### config.mk
export PLATFORM = sky130hd
export DESIGN_NAME = iterative_restoring_divider_64_32
export DESIGN_NICKNAME = d
export VERILOG_FILES = /design/src/rtl/iterative_restoring_divider_64_32_pkg.sv /design/src/rtl/iterative_restoring_divider_64_32_step.sv /design/src/rtl/iterative_restoring_divider_64_32.sv
export SDC_FILE = /design/constraint.sdc
export NUM_CORES = 1
export LEC_CHECK = 0
export ABC_AREA = 1
export ABC_CLOCK_PERIOD_IN_PS = 17600
export CORE_MARGIN = 1.5
export CORE_UTILIZATION = 54
export CTS_BUF_LIST = sky130_fd_sc_hd__clkbuf_8
export CTS_CLUSTER_DIAMETER = 150
export CTS_CLUSTER_SIZE = 20
export DETAILED_ROUTE_END_ITERATION = 10
export MAX_ROUTING_LAYER = met4
export PLACE_DENSITY = 0.84
export SLEW_MARGIN = 5
export SYNTH_ARGS = -nofsm -noshare
export SYNTH_HDL_FRONTEND = slang
export SYNTH_SLANG_ARGS = --single-unit
export TNS_END_PERCENT = 5
### constraint.sdc
create_clock -name clk -period 17.6 [get_ports clk]
set_input_delay 1.76 -clock clk [delete_from_list [all_inputs] [get_ports clk]]
set_output_delay 1.76 -clock clk [all_outputs]
set_load 0.02 [all_outputs]
### src/rtl/iterative_restoring_divider_64_32_pkg.sv
// Shared definitions for the iterative restoring divider: one-hot control
// states and the default operand width.
package iterative_restoring_divider_64_32_pkg;

    typedef enum logic [3:0] {
        S_IDLE  = 4'b0001,
        S_CHECK = 4'b0010,
        S_ITER  = 4'b0100,
        S_DONE  = 4'b1000
    } div_state_t;

    localparam int DIV_N = 32;
    localparam int CNT_W = $clog2(DIV_N);

endpackage

### src/rtl/iterative_restoring_divider_64_32_step.sv
// One restoring-division step: shift the next dividend bit into the partial
// remainder, trial-subtract the divisor, keep the difference if it did not borrow.
module div_restore_step #(
    parameter int N = 32
) (
    input  logic [N:0]   i_r,
    input  logic         i_q_msb,
    input  logic [N-1:0] i_d,
    output logic [N:0]   o_r_next,
    output logic         o_q_bit
);

    logic [N:0]   w_s;
    logic [N:0]   w_b;
    logic [N:0]   w_t;
    logic [N+1:0] w_c;
    logic         w_unused_r_msb;

    // R < D holds between steps, so R's top bit is always 0 and S still fits.
    assign w_unused_r_msb = i_r[N];
    assign w_s            = {i_r[N-1:0], i_q_msb};
    assign w_b            = ~{1'b0, i_d};
    assign w_c[0]         = 1'b1;

    // Two's-complement subtract on a ripple full-adder chain: S + ~D + 1.
    generate
        for (genvar gi = 0; gi <= N; gi++) begin : g_fa
            assign w_t[gi]   = w_s[gi] ^ w_b[gi] ^ w_c[gi];
            assign w_c[gi+1] = (w_s[gi] & w_b[gi]) | (w_c[gi] & (w_s[gi] ^ w_b[gi]));
        end
    endgenerate

    // Carry out of the chain means no borrow: S >= D.
    assign o_q_bit  = w_c[N+1];
    assign o_r_next = w_c[N+1] ? w_t : w_s;

endmodule

### src/rtl/iterative_restoring_divider_64_32.sv
// Iterative unsigned restoring divider: 2N-bit dividend / N-bit divisor,
// one quotient bit per cycle through a shared (N+1)-bit subtractor.
module iterative_restoring_divider_64_32
    import iterative_restoring_divider_64_32_pkg::*;
#(
    parameter int N = DIV_N
) (
    input  logic           clk,
    input  logic           rst,
    input  logic           start,
    input  logic [2*N-1:0] dividend,
    input  logic [N-1:0]   divisor,
    output logic           busy,
    output logic           done,
    output logic [N-1:0]   quotient,
    output logic [N-1:0]   remainder,
    output logic           div_by_zero,
    output logic           overflow
);

    localparam int CW = $clog2(N);

    div_state_t    r_state;
    div_state_t    w_state_next;
    logic [N-1:0]  r_d;
    logic [N:0]    r_rem;
    logic [N-1:0]  r_q;
    logic [CW-1:0] r_cnt;
    logic [N-1:0]  r_quotient;
    logic [N-1:0]  r_remainder;
    logic          r_dbz;
    logic          r_ovf;
    logic [N:0]    w_r_next;
    logic          w_q_bit;
    logic [N-1:0]  w_q_next;

    div_restore_step #(.N(N)) u_step (
        .i_r      (r_rem),
        .i_q_msb  (r_q[N-1]),
        .i_d      (r_d),
        .o_r_next (w_r_next),
        .o_q_bit  (w_q_bit)
    );

    assign w_q_next = {r_q[N-2:0], w_q_bit};

    always_ff @(posedge clk) begin
        if (rst) r_state <= S_IDLE;
        else     r_state <= w_state_next;
    end

    always_comb begin
        w_state_next = r_state;
        case (r_state)
            S_IDLE:  if (start) w_state_next = S_CHECK;
            S_CHECK: begin
                if (r_d == '0 || r_rem[N-1:0] >= r_d) w_state_next = S_DONE;
                else                                  w_state_next = S_ITER;
            end
            S_ITER:  if (r_cnt == '0) w_state_next = S_DONE;
            S_DONE:  w_state_next = S_IDLE;
            default: w_state_next = S_IDLE;
        endcase
    end

    always_ff @(posedge clk) begin
        if (rst) begin
            r_d         <= '0;
            r_rem       <= '0;
            r_q         <= '0;
            r_cnt       <= '0;
            r_quotient  <= '0;
            r_remainder <= '0;
            r_dbz       <= 1'b0;
            r_ovf       <= 1'b0;
        end else begin
            case (r_state)
                S_IDLE: begin
                    if (start) begin
                        r_d   <= divisor;
                        r_rem <= {1'b0, dividend[2*N-1:N]};
                        r_q   <= dividend[N-1:0];
                        r_dbz <= 1'b0;
                        r_ovf <= 1'b0;
                    end
                end
                S_CHECK: begin
                    if (r_d == '0) begin
                        r_dbz       <= 1'b1;
                        r_quotient  <= '1;
                        r_remainder <= '0;
                    end else if (r_rem[N-1:0] >= r_d) begin
                        // High half >= divisor: quotient would need more than N bits.
                        r_ovf       <= 1'b1;
                        r_quotient  <= '1;
                        r_remainder <= '0;
                    end else begin
                        r_cnt <= CW'(N - 1);
                    end
                end
                S_ITER: begin
                    r_rem <= w_r_next;
                    r_q   <= w_q_next;
                    r_cnt <= r_cnt - CW'(1);
                    // Publish on the final step so results are valid during DONE.
                    if (r_cnt == '0) begin
                        r_quotient  <= w_q_next;
                        r_remainder <= w_r_next[N-1:0];
                    end
                end
                default: ;
            endcase
        end
    end

    assign busy        = (r_state != S_IDLE);
    assign done        = (r_state == S_DONE);
    assign quotient    = r_quotient;
    assign remainder   = r_remainder;
    assign div_by_zero = r_dbz;
    assign overflow    = r_ovf;

endmodule
**Word level (Yosys, flattened, before mapping)**

Cells that the tools add are included.

- Output and inout port bits: 68
- Bits of input ports: 99
- Bits in registers: 171
- Logic and storage cells: 226

- Equality and inequality tests: 12
- Magnitude comparators: 1
- Bitwise logic cells: 164
- Add/subtract/negate cells: 1
- Mux-type cells: 26
- Reductions and logical operators: 13

Operator list:

| operator | number |
|---|---|
| $mux W32 | 9 |
| $pmux W32 S2 | 4 |
| $and A1 B1 Y1 | 65 |
| $xor A1 B1 Y1 | 64 |
| $not A32 Y33 | 1 |
| $or A1 B1 Y1 | 33 |
| $ge A32 B32 Y1 | 1 |
| $logic_not A32 Y1 | 1 |
| $mux W4 | 3 |
| $ne A2 B2 Y1 const B | 6 |
| $pmux W4 S3 | 1 |
| $mux W5 | 2 |
| $pmux W5 S2 | 1 |
| $reduce_and A3 Y1 | 3 |
| $reduce_and A2 Y1 | 3 |
| $reduce_bool A2 Y1 | 3 |
| $logic_not A5 Y1 | 1 |
| $sub A5 B1 Y5 const B | 1 |
| $eq A4 B1 Y1 const B | 1 |
| $eq A4 B2 Y1 const B | 1 |
| $eq A4 B3 Y1 const B | 1 |
| $eq A4 B4 Y1 const B | 1 |
| $mux W1 | 4 |
| $ne A4 B1 Y1 const B | 1 |
| other kinds (5) | 6 |

**Longest topological paths before layout**

Gate-level depths: netlist of the first run.

- Word-level depth: 70
- Gate-level depth with buffers: 47
- Gate-level depth less buffers: 46

**By module**

Synthesis of the first run repeated with hierarchy kept, for this count alone.

- Cells, all modules: 1219
- Area, all modules: 9432.8 µm²

By module, submodules not included:

| module | cells each | area each (µm²) | sequential area each (µm²) | instances |
|---|---|---|---|---|
| iterative_restoring_divider_64_32 | 1013 | 8056.5 | 3443.3 | 1 |
| div_restore_step | 206 | 1376.3 | 0.0 | 1 |

**Least setup slack after synthesis of the first run**

Ideal clock, no wire load.

- Kind: register to register
- Start point: register r_d[0]
- End point: register r_remainder[10] (netlist: remainder[10])
- Stages on the path, launching flop included: 44
- Path slack: 4.676 ns
- Clock period less this slack: 12.924 ns
- Library setup time: 0.064 ns
- Required time: 17.536 ns
- Buffers on the path: 1
- Data arrival time: 12.860 ns
- Cells stage by stage: dfxtp_1 -> ha_1 -> inv_1 -> fa_1 -> fa_1 -> fa_1 -> fa_1 -> fa_1 -> fa_1 -> fa_1 -> fa_1 -> fa_1 -> fa_1 -> fa_1 -> fa_1 -> fa_1 -> fa_1 -> fa_1 -> [... 8 more ...] -> fa_1 -> fa_1 -> fa_1 -> fa_1 -> fa_1 -> inv_1 -> fa_1 -> inv_1 -> fa_1 -> inv_1 -> fa_1 -> inv_1 -> nor3_2 -> clkbuf_1 -> a22oi_1 -> nand3_1 -> nand2_1 -> nor2_1

- Cells in the longest elaborated chain, start to end: 70
- Elaborated cells on any way between the ends: 77
- Those cells by class: order compare (1); eq/ne (1); mux (4); bitwise (69); reduce/logical (2)

RTL lines:

| what | RTL line | source |
|---|---|---|
| from (decl) | iterative_restoring_divider_64_32.sv:25 | `logic [N-1:0] r_d;` |
| from (signal assigned) | iterative_restoring_divider_64_32.sv:80 | `r_d <= divisor;` |
| $not A32 Y33 | iterative_restoring_divider_64_32_step.sv:22 | `assign w_b = ~{1'b0, i_d};` |
| $and A1 B1 Y1 / $xor A1 B1 Y1 (equally long branches) | iterative_restoring_divider_64_32_step.sv:29 | `assign w_c[gi+1] = (w_s[gi] & w_b[gi]) \| (w_c[gi] & (w_s[gi] ^ w_b[gi]));` |
| $or A1 B1 Y1 | iterative_restoring_divider_64_32_step.sv:29 |  |
| $and A1 B1 Y1 | iterative_restoring_divider_64_32_step.sv:29 |  |
| $or A1 B1 Y1 | iterative_restoring_divider_64_32_step.sv:29 |  |
| $and A1 B1 Y1 | iterative_restoring_divider_64_32_step.sv:29 |  |
| $or A1 B1 Y1 | iterative_restoring_divider_64_32_step.sv:29 |  |
| $and A1 B1 Y1 | iterative_restoring_divider_64_32_step.sv:29 |  |
| [... 54 more ...] | -- |  |
| $or A1 B1 Y1 | iterative_restoring_divider_64_32_step.sv:29 |  |
| $and A1 B1 Y1 | iterative_restoring_divider_64_32_step.sv:29 |  |
| $or A1 B1 Y1 | iterative_restoring_divider_64_32_step.sv:29 |  |
| $and A1 B1 Y1 | iterative_restoring_divider_64_32_step.sv:29 |  |
| $or A1 B1 Y1 | iterative_restoring_divider_64_32_step.sv:29 |  |
| $mux W32 | iterative_restoring_divider_64_32_step.sv:35 | `assign o_r_next = w_c[N+1] ? w_t : w_s;` |
| $mux W32 | iterative_restoring_divider_64_32.sv:106 | `if (r_cnt == '0) begin` |
| $pmux W32 S2 | iterative_restoring_divider_64_32.sv:77 | `case (r_state)` |
| to (signal assigned) | iterative_restoring_divider_64_32.sv:108 | `r_remainder <= w_r_next[N-1:0];` |
| to (decl) | iterative_restoring_divider_64_32.sv:30 | `logic [N-1:0] r_remainder;` |

Parallel ways exist; a longest one is shown, timed or not. The select of a mux whose other input is x is not followed.
A chain may end at the register's enable or synchronous reset.

**Final worst setup path of the first run**

- Start point: register r_d[0]
- End point: register r_rem[30]

- Cells in the longest elaborated chain, start to end: 69
- Elaborated cells on any way between the ends: 71
- Those cells by class: mux (2); bitwise (69)

RTL lines:

| what | RTL line | source |
|---|---|---|
| $not A32 Y33 (*) | iterative_restoring_divider_64_32_step.sv:22 |  |
| $and A1 B1 Y1 / $xor A1 B1 Y1 (equally long branches) | iterative_restoring_divider_64_32_step.sv:29 |  |
| $or A1 B1 Y1 (*) | iterative_restoring_divider_64_32_step.sv:29 |  |
| $and A1 B1 Y1 (*) | iterative_restoring_divider_64_32_step.sv:29 |  |
| $or A1 B1 Y1 (*) | iterative_restoring_divider_64_32_step.sv:29 |  |
| $and A1 B1 Y1 (*) | iterative_restoring_divider_64_32_step.sv:29 |  |
| $or A1 B1 Y1 (*) | iterative_restoring_divider_64_32_step.sv:29 |  |
| $and A1 B1 Y1 (*) | iterative_restoring_divider_64_32_step.sv:29 |  |
| [... 53 more ...] | -- |  |
| $and A1 B1 Y1 | iterative_restoring_divider_64_32_step.sv:29 |  |
| $or A1 B1 Y1 | iterative_restoring_divider_64_32_step.sv:29 |  |
| $and A1 B1 Y1 | iterative_restoring_divider_64_32_step.sv:29 |  |
| $or A1 B1 Y1 | iterative_restoring_divider_64_32_step.sv:29 |  |
| $and A1 B1 Y1 | iterative_restoring_divider_64_32_step.sv:29 |  |
| $or A1 B1 Y1 | iterative_restoring_divider_64_32_step.sv:29 |  |
| $mux W32 (*) | iterative_restoring_divider_64_32_step.sv:35 |  |
| $pmux W32 S2 (*) | iterative_restoring_divider_64_32.sv:77 |  |
| to (signal assigned) | iterative_restoring_divider_64_32.sv:81 | `r_rem <= {1'b0, dividend[2*N-1:N]};` |
| to (signal assigned) | iterative_restoring_divider_64_32.sv:102 | `r_rem <= w_r_next;` |
| to (decl) | iterative_restoring_divider_64_32.sv:26 | `logic [N:0] r_rem;` |

Mark *: on every way between the ends. The rest lies on a longest branch, timed or not.

==> results.tsv, run 1 <==
metric	value	unit
DP Area	0.0103	sq mm
via count	7928	
Max Cap Violations	0	
via count of the first global-routing pass	7409	
R2R depth	41	
DR iter-0 viols	604	
n_diodes	0	
gr usage total	0.274	
Slew @ Worst Pin	1.20	ns
CP arrival	14.32	ns
final clock period utilization by the worst path	0.793	
clock root cell	clkbuf_8	
Initial Utilization	0.551	
placer congestion estimate	0.839	
Post-synth ARST share	0	
Adder-Cell Fraction of Synth Area	0.122	
Hold/Removal Path Class	reg -> reg	
Cell Area, Synth	0.00869	sq mm
RSZ-0062 raised after global routing	no	
io pins	167	
post-DP HPWL	15100	microns
leading cell type by number of instances after synthesis	dfxtp_1	
# hold bufs at CTS	0	
Die W	130	microns
Slew Limit Fails	0	
count of cells resized by post-cts repair	0	
Clock transition at path regs	0.09	ns
H-Tree Level Count	4	
Critical Path RT	17.96	ns
worst min-delay path endpoint	div_by_zero	
worst skew pair latency	0.47	ns
Final Hold Fails	0	
maximum buffer depth of the clock tree	2	
global-route wire length before repair	35500	microns
Syn. warnings	0	
CP dominant cell by count	fa_1	
clock period minus worst slack	13.96	ns
Fin Clk Skew	0.0116	ns
Vias/cell	5.49	
initial antenna violation count	0	
simple-gate share of the synthesized area	0.180	
area of the core	0.0158	sq mm
layout cell share with drive strength beyond 1	0.0480	
mux contribution to synthesized area	0	
P&R area growth vs syn	22.5	%
Main synth FF type	dfxtp_1	
Port Buffers	166	
Rows	46	
worst stage delay on the critical path	0.49	ns
Critical Path Start Type	register	
Sink Count	171	
VDD IR-drop max	60.8	uV
Final Cell Area	0.0106	sq mm
static leakage	4.21	nW
gr ovfl total	0	
Setup CP Type	reg -> reg	
share of the synthesized area in the top cell type	0.394	
average wire per standard cell	15.2	microns
drt pass-1 iters	5	
hold_sp	div_by_zero	
Final nets	1381	
Mapped Cells	1102	
Final TNS setup	0	ns
flop-to-flop setup slack	3.64	ns
max_slew headroom	0.201	
post-CTS setup buffer count	0	
Inserted Clock Buffers	17	
Power Density	89.4	mW/mm^2
Avg Inst Size Synth	7.88	sq um
largest net degree at the start of global routing	114	
largest family of logic cells by synthesized area	compound AO/OA/AOI/OAI gates	
EDFF count, synth	0	
run status	finished clean	
Distinct cells, synth	34	
xor/xnor share of the synthesized area	0	
Synth area leaders	dfxtp_1 39%, a21oi_1 8.3%, fa_1 7.1%, nand2_1 6.4%, o21ai_0 6.3%	
Antenna Nets Post-Route	0	
Max Fclk	71.7	MHz
Net Count, Synth	1267	
Worst R2R Start	r_d[0]	
Die Span Y	130	microns
Die Area	0.0169	sq mm
setup violators final	0	
Filler cells	1341	
register area share after synthesis	0.394	
cell depth of the worst hold path	2	
largest area contributor in the netlist	dfxtp_1	
crit path max fanout	19	
RR Endpoint	r_rem[30]	
Routed WL	21900	microns
Worst Setup End Kind	register	
Max stage delay cell, worst path	nor3_4	
Post-synth top cells	171 x dfxtp_1, 149 x nand2_1, 144 x a21oi_1	
CTS tree	built	
drt drc	0	
Synth Register Bits	171	
Core Util, Final	0.675	
Synth Area in Compound Gates	0.223	
## sequential cells by signal (all words and copies together) (netlist names), 4 cells and up
signal     flops
quotient      32
r_d           32
r_cnt          5
r_q           32
r_rem         32
remainder     32
r_state        4
## stage by stage
step                      hold WS [ns]  setup slack, ns  total power, mW  cells
final                            0.471             3.64            0.951   1445
after global routing             0.490             3.15             1.01   1445
after CTS                        0.471             3.69            0.955   1445
after detailed placement         0.455             3.76            0.684   1413
after global placement           0.458             4.03            0.675   1413
after floorplan                  0.476             4.68            0.605   1102
## cell families after synthesis
group	after synthesis
AND/OR/NAND/NOR	369
AO/OA/AOI/OAI	346
flip-flops	171
buffers and inverters	150
adder cells (fa/ha/maj)	66
## cell usage in the layout, fill, tap and decap left out, drive strengths merged
cell           count
o31ai              1
a31oi              2
o21ai            129
nand2            152
fa                31
a221oi             3
nor4               1
clkinv             6
nor2             127
nand4             11
o21bai            31
clkbuf            17
o21a               2
nand3b             1
clkinvlp           4
dfxtp            171
buf                8
clkdlybuf4s50    166
bufinv             2
ha                35
o311ai             1
nor3               2
inv               74
a22oi             29
a21o               3
a21oi            145
nand3             75
## critical path: cells and delay by family, from the launching register on
family                     cells  cell delay [ns]
adders and majority gates     32            11.93
buffers and inverters          6             0.69
and+or+nand+nor                1             0.49
AOI/OAI and AO/OA              2             0.40
DFF                            1             0.36
## power by group
| group | internal (mW) | leakage (nW) | total (mW) | switching [mW] |
|---|---|---|---|---|
| combinational | 0.100 | 2.62 | 0.238 | 0.138 |
| sequential | 0.417 | 1.40 | 0.439 | 0.0218 |
| clock | 0.126 | 0.190 | 0.274 | 0.148 |
| total | 0.643 | 4.21 | 0.951 | 0.307 |
## layer usage
layer	global-route usage	vias up	wire [microns]
li1	-	3948	-
met1	0.346	3656	9700
met2	0.439	280	10300
met3	0.0488	44	1350
met4	0.104	0	569
met5	-	-	0
## layout make-up
cell class | instances | area, sq um | share of cell area
clock buffers | 17 | 234 | 0.0220
clock inverters | 15 | 149 | 0.0140
inverters | 71 | 268 | 0.0252
multi-input cells | 781 | 4570 | 0.430
flip-flops and latches | 171 | 3420 | 0.322
well taps | 216 | 270 | 0.0254
repair buffers | 174 | 1720 | 0.162
## how the worst max path moves through the flow
stage / cells after the start / slack [ns] / start / to
2_1_floorplan: 43 / 4.68 / r_d[0] / remainder[10]
3_3_place_gp: 43 / 4.03 / r_d[0] / remainder[23]
3_5_place_dp: 41 / 3.76 / r_d[0] / r_rem[30]
4_1_cts: 41 / 3.69 / r_d[0] / r_rem[30]
5_1_grt: 41 / 3.15 / r_d[0] / r_rem[30]
6_report: 41 / 3.64 / r_d[0] / r_rem[30]
(Power assumes the default switching activity.)
==> inputs of run 2 (changes only) <==
- ABC_CLOCK_PERIOD_IN_PS: 17600 -> 12400
- CORE_UTILIZATION: 54 -> 49
- PLACE_DENSITY: 0.84 -> 0.8
- clock period: 17.6 -> 12.4 ns (I/O delays scaled with it)
==> run 2 against run 1 <==
  * Non-clock buffer count increased by 14
  * Sequential share of layout area is 1.3 points lower
  * Critical endpoint is now remainder[4]
  * Clock power rose by 47%
  * Die area is 10% higher
  * Via count increased by 1.3%
  * Final area increased by 4.2%
==> results.tsv, run 2 (same netlist as run 1, synthesis figures left out) <==
metric	value	unit
run status	finished clean	
CP top delay family	adder cells	
via count of the first global-routing pass	7371	
crit path max fanout	7	
worst skew pair latency	0.47	ns
average wire per standard cell	15.5	microns
VDD IR-drop max	76.1	uV
area of the multi-input gates	0.00482	sq mm
Power Density	126	mW/mm^2
Pwr Total	1.40	mW
worst stage delay on the critical path	0.40	ns
Clock transition at path regs	0.09	ns
max_slew headroom	0.189	
CTS tree	built	
drt pass-1 iters	5	
final clock period utilization by the worst path	0.987	
io pins	167	
Die W	136	microns
Critical Path RT	12.77	ns
clock period minus worst slack	12.24	ns
Max stage delay cell, worst path	fa_2	
layout cell share with drive strength beyond 1	0.117	
sequential cell area	0.00343	sq mm
Setup CP Type	reg -> reg	
CP arrival	12.62	ns
Final nets	1395	
DP Area	0.0104	sq mm
static leakage	4.30	nW
Core Util, Final	0.641	
Worst Setup End Kind	register	
Initial Utilization	0.502	
clock root cell	clkbuf_8	
initial antenna violation count	0	
# hold bufs at CTS	0	
Fin Clk Skew	0.0126	ns
post-DP HPWL	14800	microns
setup violators final	0	
most common cell after layout, fill and taps aside	dfxtp_1	
Max Cap Violations	0	
Inserted Clock Buffers	17	
Hold/Removal Path Class	reg -> reg	
largest net degree at the start of global routing	131	
H-Tree Level Count	4	
Antenna Nets Post-Route	0	
Slew @ Worst Pin	1.22	ns
Port Buffers	166	
Slew Limit Fails	0	
drt drc	0	
Vias/cell	5.47	
Worst Path Buf+Inv	7	
gr ovfl total	0	
maximum buffer depth of the clock tree	2	
Die Span Y	136	microns
placer congestion estimate	0.862	
Rows	48	
Filler cells	1486	
Critical Path Start Type	register	
area of the core	0.0173	sq mm
Routed WL	22800	microns
Final Cell Area	0.0111	sq mm
P&R area growth vs syn	27.6	%
gr usage total	0.256	
Die Area	0.0185	sq mm
n_diodes	0	
global-route wire length before repair	36700	microns
Final Hold Fails	0	
Max Fclk	81.7	MHz
CP dominant cell by count	fa_2	
via count	8035	
Sink Count	171	
RSZ-0062 raised after global routing	yes	
most frequent cells in the layout	169 x dfxtp_1, 166 x clkdlybuf4s50_1, 148 x nand2_1	
DR iter-0 viols	382	
[run 2: cell types whose count changed in the layout (fill, tap and decap cells not counted), moves of 6 or more]
cell / before / now
buf_4: 8 / 16
fa_2: 0 / 31
inv_2: 3 / 9
inv_1: 68 / 61
a22oi_2: 0 / 27
fa_1: 31 / 0
a22oi_1: 29 / 2
[run 2: worst register-to-register path, delay by kind of cell, from the launching register on]
kind                       cells  cell delay [ns]
AOI/OAI and AO/OA              1             0.22
DFF                            1             0.33
buffers and inverters          7             0.54
and+or+nand+nor                5             0.45
adders and majority gates     32            10.62
[run 2: where the power goes]
group	switching, mW	internal [mW]	total (mW)
clock	0.213	0.191	0.404
combinational	0.210	0.161	0.372
sequential	0.0340	0.592	0.626
[run 2: metal layers]
metal | track usage | wire length [microns] | share of wire
met1 | 0.334 | 10400 | 0.46
met2 | 0.406 | 10900 | 0.48
met3 | 0.0414 | 1120 | 0.049
met4 | 0.0875 | 367 | 0.016
met5 | - | 0 | 0
[run 2: layout make-up]
cell class	instances	share of cell area
Multi-Input combinational cell	781	0.435
Sequential cell	171	0.309
Timing Repair Buffer	188	0.170
Tap cell	225	0.0254
Inverter	71	0.0244
Clock buffer	19	0.0236
Clock inverter	13	0.0128
[run 2: worst paths after layout]
kind                  from  depth (start not counted)  slack [ns]            to
hold / removal    overflow                          2        0.48      overflow
hold reg to reg   overflow                          2        0.48      overflow
setup / recovery   r_q[31]                         45        0.16  remainder[4]
setup reg to reg   r_q[31]                         45        0.16  remainder[4]
[run 2: through the flow]
step	setup TNS, ns	hold WS, ns	worst slack [ns]	std cells
after global placement	-22.56	0.458	-0.470	1434
after detailed placement	-30.26	0.465	-0.584	1434
after floorplan	0	0.476	0.00630	1102
after global routing	-1.23	0.505	-0.0717	1468
final	0	0.480	0.155	1468
after CTS	0	0.480	0.0197	1467
[run 2: repair_timing]
item                                    in CTS  in global routing
endpoints found under the setup margin      66                 65
cloned                                       1                  0
resized for setup                           45                 25
pin swaps                                    3                 29
buffers inserted                             0                  1
==> inputs of run 3 (changes only) <==
- ABC_CLOCK_PERIOD_IN_PS: 12400 -> not set
==> results of run 3 <==
Same layout as run 2: the final DEF is identical, and so are final timing and power.
